**src/rtl/md5_pkg.sv**
```systemverilog
// Shared encodings and constant tables for the MD5 step scheduler.
package md5_pkg;

  typedef enum logic [2:0] {
    ST_IDLE  = 3'd0,
    ST_INIT  = 3'd1,
    ST_RUN   = 3'd2,
    ST_FINAL = 3'd3,
    ST_DONE  = 3'd4
  } md5_state_e;

  // Round index constants, equal to step[5:4]
  localparam logic [1:0] ROUND_F = 2'd0;
  localparam logic [1:0] ROUND_G = 2'd1;
  localparam logic [1:0] ROUND_H = 2'd2;
  localparam logic [1:0] ROUND_I = 2'd3;

  localparam logic [5:0] STEP_FIRST = 6'd0;
  localparam logic [5:0] STEP_LAST  = 6'd63;

  // Left-rotate amounts, indexed [round][step[1:0]]
  localparam logic [4:0] MD5_S [0:3][0:3] = '{
    '{5'd7, 5'd12, 5'd17, 5'd22},
    '{5'd5, 5'd9,  5'd14, 5'd20},
    '{5'd4, 5'd11, 5'd16, 5'd23},
    '{5'd6, 5'd10, 5'd15, 5'd21}
  };

  // K[i] = floor(abs(sin(i+1)) * 2^32)
  localparam logic [31:0] MD5_K [0:63] = '{
    32'hd76aa478, 32'he8c7b756, 32'h242070db, 32'hc1bdceee,
    32'hf57c0faf, 32'h4787c62a, 32'ha8304613, 32'hfd469501,
    32'h698098d8, 32'h8b44f7af, 32'hffff5bb1, 32'h895cd7be,
    32'h6b901122, 32'hfd987193, 32'ha679438e, 32'h49b40821,
    32'hf61e2562, 32'hc040b340, 32'h265e5a51, 32'he9b6c7aa,
    32'hd62f105d, 32'h02441453, 32'hd8a1e681, 32'he7d3fbc8,
    32'h21e1cde6, 32'hc33707d6, 32'hf4d50d87, 32'h455a14ed,
    32'ha9e3e905, 32'hfcefa3f8, 32'h676f02d9, 32'h8d2a4c8a,
    32'hfffa3942, 32'h8771f681, 32'h6d9d6122, 32'hfde5380c,
    32'ha4beea44, 32'h4bdecfa9, 32'hf6bb4b60, 32'hbebfbc70,
    32'h289b7ec6, 32'heaa127fa, 32'hd4ef3085, 32'h04881d05,
    32'hd9d4d039, 32'he6db99e5, 32'h1fa27cf8, 32'hc4ac5665,
    32'hf4292244, 32'h432aff97, 32'hab9423a7, 32'hfc93a039,
    32'h655b59c3, 32'h8f0ccc92, 32'hffeff47d, 32'h85845dd1,
    32'h6fa87e4f, 32'hfe2ce6e0, 32'ha3014314, 32'h4e0811a1,
    32'hf7537e82, 32'hbd3af235, 32'h2ad7d2bb, 32'heb86d391
  };

  // Message word index for a step; only i mod 16 matters, so 4-bit
  // shift/add arithmetic gives the mod-16 result directly.
  function automatic logic [3:0] md5_g_idx(input logic [5:0] step);
    logic [3:0] w_i;
    w_i = step[3:0];
    case (step[5:4])
      ROUND_F: md5_g_idx = w_i;
      ROUND_G: md5_g_idx = (w_i << 3'd2) + w_i + 4'd1;
      ROUND_H: md5_g_idx = (w_i << 3'd1) + w_i + 4'd5;
      ROUND_I: md5_g_idx = (w_i << 3'd3) - w_i;
      default: md5_g_idx = 4'd0;
    endcase
  endfunction

endpackage

```
**src/rtl/md5_k_rom.sv**
```systemverilog
// Combinational 64-entry ROM of the MD5 additive constants.
module md5_k_rom
  import md5_pkg::*;
(
  input  logic [5:0]  i_addr,
  output logic [31:0] o_k
);

  // Table lookup addressed by the current step
  always_comb begin
    o_k = MD5_K[i_addr];
  end

endmodule

```
**src/rtl/md5_step_scheduler.sv**
```systemverilog
// Control sequencer for one 64-step MD5 compression: drives step index,
// round function, message index, rotate amount and K constant to a datapath.
// All outputs are decoded from registered state; hold is registered before
// use so no input reaches an output combinationally. A hold seen in cycle n
// therefore freezes the step presented in cycle n+1.
module md5_step_scheduler
  import md5_pkg::*;
#(
  parameter logic HOLD_EN = 1'b1
) (
  input  logic        i_clk,
  input  logic        i_rst_n,
  input  logic        i_start,
  input  logic        i_abort,
  input  logic        i_hold,
  output logic        o_busy,
  output logic        o_load_iv,
  output logic        o_step_en,
  output logic [5:0]  o_step,
  output logic [1:0]  o_func_sel,
  output logic [3:0]  o_g_idx,
  output logic [4:0]  o_s_amt,
  output logic [31:0] o_k_const,
  output logic        o_final_add,
  output logic        o_done
);

  md5_state_e  r_state;
  md5_state_e  w_state_nxt;
  logic [5:0]  r_step;
  logic [5:0]  w_step_nxt;
  logic        r_hold;
  logic        w_hold_nxt;
  logic        w_advance;
  logic [31:0] w_k;

  md5_k_rom u_k_rom (
    .i_addr (r_step),
    .o_k    (w_k)
  );

  // Capture a stall request only while running; ignored in every other state
  always_comb begin
    w_hold_nxt = 1'b0;
    if ((HOLD_EN == 1'b1) && (r_state == ST_RUN)) begin
      w_hold_nxt = i_hold;
    end else begin
      w_hold_nxt = 1'b0;
    end
  end

  assign w_advance = (r_state == ST_RUN) && !r_hold;

  // Next-state and step counter; counter leaves 63 only through the RUN exit
  always_comb begin
    w_state_nxt = r_state;
    w_step_nxt  = r_step;
    case (r_state)
      ST_IDLE: begin
        w_step_nxt = STEP_FIRST;
        if (i_start && !i_abort) begin
          w_state_nxt = ST_INIT;
        end else begin
          w_state_nxt = ST_IDLE;
        end
      end
      ST_INIT: begin
        w_step_nxt = STEP_FIRST;
        if (i_abort) begin
          w_state_nxt = ST_IDLE;
        end else begin
          w_state_nxt = ST_RUN;
        end
      end
      ST_RUN: begin
        if (i_abort) begin
          w_state_nxt = ST_IDLE;
          w_step_nxt  = STEP_FIRST;
        end else if (!w_advance) begin
          w_state_nxt = ST_RUN;
          w_step_nxt  = r_step;
        end else if (r_step == STEP_LAST) begin
          w_state_nxt = ST_FINAL;
          w_step_nxt  = STEP_FIRST;
        end else begin
          w_state_nxt = ST_RUN;
          w_step_nxt  = r_step + 6'd1;
        end
      end
      ST_FINAL: begin
        w_step_nxt = STEP_FIRST;
        if (i_abort) begin
          w_state_nxt = ST_IDLE;
        end else begin
          w_state_nxt = ST_DONE;
        end
      end
      ST_DONE: begin
        w_step_nxt  = STEP_FIRST;
        w_state_nxt = ST_IDLE;
      end
      default: begin
        w_step_nxt  = STEP_FIRST;
        w_state_nxt = ST_IDLE;
      end
    endcase
  end

  // State, counter and hold registers with synchronous active-low reset
  always_ff @(posedge i_clk) begin
    if (!i_rst_n) begin
      r_state <= ST_IDLE;
      r_step  <= STEP_FIRST;
      r_hold  <= 1'b0;
    end else begin
      r_state <= w_state_nxt;
      r_step  <= w_step_nxt;
      r_hold  <= w_hold_nxt;
    end
  end

  // Moore output decode from state, counter and registered hold
  always_comb begin
    o_busy      = 1'b0;
    o_load_iv   = 1'b0;
    o_step_en   = 1'b0;
    o_final_add = 1'b0;
    o_done      = 1'b0;
    o_step      = r_step;
    o_func_sel  = r_step[5:4];
    o_g_idx     = md5_g_idx(r_step);
    o_s_amt     = MD5_S[r_step[5:4]][r_step[1:0]];
    o_k_const   = w_k;
    case (r_state)
      ST_IDLE: begin
        o_busy = 1'b0;
      end
      ST_INIT: begin
        o_busy    = 1'b1;
        o_load_iv = 1'b1;
      end
      ST_RUN: begin
        o_busy    = 1'b1;
        o_step_en = w_advance;
      end
      ST_FINAL: begin
        o_busy      = 1'b1;
        o_final_add = 1'b1;
      end
      ST_DONE: begin
        o_busy = 1'b1;
        o_done = 1'b1;
      end
      default: begin
        o_busy = 1'b0;
      end
    endcase
  end

endmodule

```
**config.mk**
```make
export PLATFORM = sky130hd
export DESIGN_NAME = md5_step_scheduler
export DESIGN_NICKNAME = d
export VERILOG_FILES = /design/src/rtl/md5_pkg.sv /design/src/rtl/md5_k_rom.sv /design/src/rtl/md5_step_scheduler.sv
export SDC_FILE = /design/constraint.sdc
export NUM_CORES = 1
export LEC_CHECK = 0
export BUFFER_PORTS_ARGS = -buffer_cell sky130_fd_sc_hd__buf_2
export CAP_MARGIN = 0
export CORE_ASPECT_RATIO = 0.7
export CORE_UTILIZATION = 50
export CTS_CLUSTER_DIAMETER = 50
export CTS_CLUSTER_SIZE = 12
export DETAILED_ROUTE_END_ITERATION = 16
export HOLD_SLACK_MARGIN = 0.08
export PLACE_DENSITY = 0.71
export SYNTH_ARGS = -nofsm -noshare
export SYNTH_HDL_FRONTEND = slang
export SYNTH_HIERARCHICAL = 1
export SYNTH_SLANG_ARGS = --single-unit
```
**constraint.sdc**
```tcl
create_clock -name i_clk -period 4.4 [get_ports i_clk]
set_clock_uncertainty 0.2 [all_clocks]
set_input_delay 0.22 -clock i_clk [delete_from_list [all_inputs] [get_ports i_clk]]
set_output_delay 0.22 -clock i_clk [all_outputs]
set_load 0.01 [all_outputs]
```
# Word-level counts from Yosys, hierarchy flattened
# Memory sizes are Yosys's and may differ from the RTL's.
# Index checks and enable logic that the tools add are counted.
# op_classes
n_addsub,6
n_mul,0
n_div,0
magnitude_cmp,3
n_eq_ne,8
shifts,0
mux,22
bitwise,5
reduce_logical,9
# op_table
operator,count
$mux 32,2
$bmux 20 s2,1
$mux 20,2
$pmux 4 s4,1
$pmux 3 s4,1
$bmux 5 s2,1
$mux 5,2
$add 4x4->4,2
$mux 1,8
$ge 7x7->1 const B,1
$not 6->7,1
$add 6x1->6 const B,1
$eq 3x2->1 const B,2
$eq 6x6->1 const B,1
$ge 3x3->1 const B,2
$mux 6,1
$not 2->3,2
$add 4x1->4 const B,1
$add 4x3->4 const B,1
$eq 2x2->1 const B,2
$mux 2,2
$reduce_or 4->1,1
$sub 4x4->4,1
$eq 3x1->1 const B,1
10 further kinds,13
# totals
reg_bits,10
latchBits,0
mem_bits_rw,0
rom_bits,2048
out_inout_bits,54
word_cells,57
memories,1
# memory_table
memory,depth,width,read_ports,rd_clocked_by_memory_dff,wr,line_no,rtl
(name not given),64,32,1,0,0,md5_k_rom.sv:11,o_k = MD5_K[i_addr];

# Longest topological paths before layout
# logic_depth
word_depth,7
depth_mapped,11
ltp_nobuf,8

# Hierarchy
# Netlist, hierarchy kept.
# by_module_without_submodules
module,instances,cells_each,area_per_inst_um2,seq_area_each_um2
md5_k_rom,1,540,3360.7,0.0
md5_step_scheduler,1,117,954.7,200.2

# Worst setup path after synthesis
# Ideal clock, no wire load.
# synth_timing
path_type,reg-to-output
startpoint,"reg r_step[1], in the netlist o_step[1]"
endpoint,out o_k_const[5]
arrival_time_ps,2867
t_required_ps,3980
setup_slack_ps,1113
stages_incl_launch_ff,12
path_buffers,3
path_cell_list,dfxtp_1 buf_4 buf_2 inv_1 ha_1 clkbuf_1 inv_1 ha_1 and2_1 a311oi_1 a211oi_1 a31o_2
# synth_via
elab_chain_cells,4
# synth_lines
item,line_no,rtl
from (decl),md5_step_scheduler.sv:30,logic [5:0] r_step;
from (signal assigned),md5_step_scheduler.sv:117,r_step <= w_step_nxt;
$not 6->7 (implied by the code),md5_k_rom.sv:11,
$mem_v2 64x32,-,
$mux 32 (implied by the code) (2 in a row),md5_k_rom.sv:11,
to (decl),md5_step_scheduler.sv:23,"output logic [31:0] o_k_const,"
# No other way between the ends. The select of a mux whose other input is x is not followed.

# Worst setup path after layout
# layout_timing
startpoint,"reg r_step[0], in the netlist o_step[0]"
endpoint,out o_k_const[14]
# Same word-level chain as after synthesis.

==> flow_metrics.env <==
export IMPL_rrSetupSlack_ns=2.14
export IMPL_wl_um=17180
export IMPL_cts_sinks=10
export IMPL_grt_use_total=0.3708
export IMPL_netlist_top_cell_by_area="ha_1"
export IMPL_grt_first_pass_wirelength_um=26480
export IMPL_slew_headroom=0.5086
export IMPL_yosysSeqAreaShare=0.04639
export IMPL_p_leak_nw=1.753
export IMPL_die_area_um2=9012
export IMPL_nets=708
export IMPL_syn_num_nets=700
export IMPL_min_path_type="primary input to flip-flop"
export IMPL_synth_cells=657
export IMPL_start_kind="flip-flop"
export IMPL_drc=0
export IMPL_die_w_um=113.0
export IMPL_ys_types=74
export IMPL_critPathMaxStageDelay_ns=0.79
export IMPL_crit_slowest_cell="ha_1"
export IMPL_vdd_ir_drop_max_v=0.0001272
export IMPL_setup_tns_ns=0
export IMPL_criticalPathCategory="flip-flop to output port"
export IMPL_io_buffer_count=58
export IMPL_async_flop_share=0
export IMPL_hpwl_um=11480
export IMPL_max_cap_violations=0
export IMPL_cts_root_buf="clkbuf_16"
export IMPL_ios=59
export IMPL_end_kind="output port"
export IMPL_hold_violations=0
export IMPL_worstPathCellList="inv_2, ha_1, ha_1, nor2_1, o21ai_0, a21oi_1, o31ai_1, buf_2"
export IMPL_critPathBufInv=2
export IMPL_yosys_register_bits=10
export IMPL_num_rows=27
export IMPL_place_congestion=1.057
export IMPL_hold_ws_ns=0.08483
export IMPL_area_growth_syn_to_layout_pct=5.828
export IMPL_vias=5588
export IMPL_avgRoutedWirePerCell_um=22.45
export IMPL_path_delay_family="adder cells"
export IMPL_die_height_um=79.73
export IMPL_drive_gt1_frac=0.1627
export IMPL_max_freq_mhz=281.3
export IMPL_cts_resized=0
export IMPL_status="finished, final reports clean"
export IMPL_clockBufferDepth=2
export IMPL_clk_pin_slew_ns=0.04
export IMPL_synth_area_leaders="ha_1 (11%), a21oi_1 (8.0%), o21ai_0 (6.7%)"
export IMPL_synth_flop_cell="dfxtp_1"
export IMPL_grt_max_degree=94
export IMPL_ant_nets=0
export IMPL_clk_latency_ns=0.24
export IMPL_setup_viol=0
export IMPL_first_pass_iters=6
export IMPL_rsz0062_at_grt="no"
export IMPL_cts_buffers=3
export IMPL_power_density_nw_per_um2=58.33
export IMPL_post_route_period_util=0.8079
export IMPL_worst_ep_arrival_time_ns=3.13
export IMPL_fill_cells=800
export IMPL_antenna_found_initial=0
export IMPL_syn_avg_cell_area_um2=6.568
export IMPL_syn_area_um2=4315
export IMPL_tritoncts="built"
export IMPL_final_max_slew_viol_count=0
export IMPL_tightest_slew_ns=0.7371
export IMPL_finalCriticalPeriod_ns=3.555
export IMPL_synth_top_cell_area_share=0.1102
export IMPL_cts_max_level=1
export IMPL_grt_overflow_total=0
export IMPL_num_antenna_cells=0
export IMPL_initial_core_util=0.5323
export IMPL_yosysWarnings=6
export IMPL_crit_path_frequent_cell="ha_1"
export IMPL_crit_fanout=16
export IMPL_viasPerCell=7.305
export IMPL_synth_edf_count=0
export IMPL_grt_pass1_vias=4867
export IMPL_core_area_um2=8108
export IMPL_required_ns=3.98
export IMPL_drtIter0Drc=1170
## synthesized netlist by cell type, types with 2 or more instances
master	instances
o31ai_1	10
a221oi_1	12
mux4_2	4
xor2_1	3
o22ai_1	4
xnor2_1	9
o2bb2ai_1	2
ha_1	38
buf_4	11
o21ai_0	58
nor3_1	13
nor2_1	62
a21o_1	5
nor3b_1	6
nand4_1	3
inv_2	3
nand2b_1	15
and2_1	6
a211oi_1	27
dfxtp_1	10
o211ai_1	19
o221ai_1	5
buf_6	6
a211o_1	2
or2_2	4
nand3b_1	5
and3_1	2
mux2_2	3
inv_1	16
or3_1	2
clkbuf_1	13
nor2b_1	8
buf_2	42
o311a_1	2
a21oi_2	2
a21oi_1	69
nand2_1	70
o311ai_0	6
a22oi_1	3
o31a_1	2
nand3_1	14
a311oi_1	9
a31oi_1	15
mux2i_1	7
## worst reg2reg max path: cells and delay by family, from the launching register on
kind	cells	cell delay, ns
DFF	1	0.68
and+or+nand+nor	2	0.47
buffers and inverters	1	0.42
adders and majority gates	1	0.25
AOI/OAI and AO/OA	1	0.16
## power by group
| part | internal [W] | switching [W] |
|---|---|---|
| sequential | 0.0000904 | 0.00000133 |
| combinational | 0.00000681 | 0.00000550 |
| clock | 0.000119 | 0.0000431 |
## state kept, by name, indices dropped and copies added (netlist names)
signal   cells
o_step       6
r_state      3
r_hold       1
## cell usage in the layout, fill, tap and decap left out, types with 4 or more instances in the layout
cell           instances
nand2_1               70
a21oi_1               69
nor2_1                62
o21ai_0               58
buf_2                 58
ha_1                  38
a211oi_1              27
o211ai_1              19
inv_1                 16
nand2b_1              15
a31oi_1               15
nand3_1               14
nor3_1                13
buf_4                 13
a221oi_1              12
o31ai_1               10
xnor2_1                9
a311oi_1               9
nor2b_1                8
mux2i_1                7
nor3b_1                6
and2_1                 6
o311ai_0               6
a21o_1                 5
o221ai_1               5
dfxtp_1                5
nand3b_1               5
o22ai_1                4
dlygate4sd3_1          4
or2_2                  4
mux4_2                 4
## stage by stage
| step | util | area (µm²) | setup slack (ns) | cells | power [W] |
|---|---|---|---|---|---|
| global placement | 0.5486 | 4448 | 1.368 | 757 | 0.0001027 |
| CTS | 0.5633 | 4567 | 1.040 | 765 | 0.0002667 |
| floorplan | - | 4315 | 1.113 | 657 | 0.0001000 |
| finish | 0.5633 | 4567 | 0.8452 | 765 | 0.0002664 |
| detailed placement | 0.5486 | 4448 | 1.293 | 757 | 0.0001030 |
| global route | 0.5633 | 4567 | 0.7308 | 765 | 0.0002734 |
## kinds of logic (layout without fill, tap and decap cells)
logic type      Yosys count  in the layout  synth area share
xor+xnor                 12             12           0.02436
flops                    10             10           0.04639
compound gates          269            269            0.4111
fa+ha+maj                38             38            0.1102
buf+inv                  92             99            0.1122
mux                      14             14           0.04494
simple gates            222            222            0.2508
## layout make-up
type,instances,area (µm²),share of cell area
clock inverter,1,3.754,0.0008219
clock buffer,3,75.07,0.01644
tap,101,126.4,0.02767
inverter,19,71.32,0.01562
sequential,10,211.5,0.04630
multi-input combinational,555,3631,0.7951
timing repair buffer,76,447.9,0.09808
## per-layer routing
| metal | part of all wire | GRT usage |
|---|---|---|
| met2 | 0.40 | 0.5429 |
| met3 | 0.17 | 0.1374 |
| met5 | 0 | 0 |
| met1 | 0.40 | 0.5034 |
| met4 | 0.030 | 0.1026 |
## final timing paths
check                   from  cells past startpoint             to
setup reg to reg   o_step[2]                      5      o_step[5]
hold reg to reg   r_state[2]                      1     r_state[0]
setup / recovery   o_step[0]                      8  o_k_const[14]
hold / removal       i_abort                      2     r_state[2]
## timing repair
item | in CTS | in global routing
hold endpoints to repair | 3 | 0
setup endpoints to repair | 0 | 0
setup buffers | 0 | 0
hold buffers | 4 | 0
No activity file was read; power rests on OpenSTA's default activity.
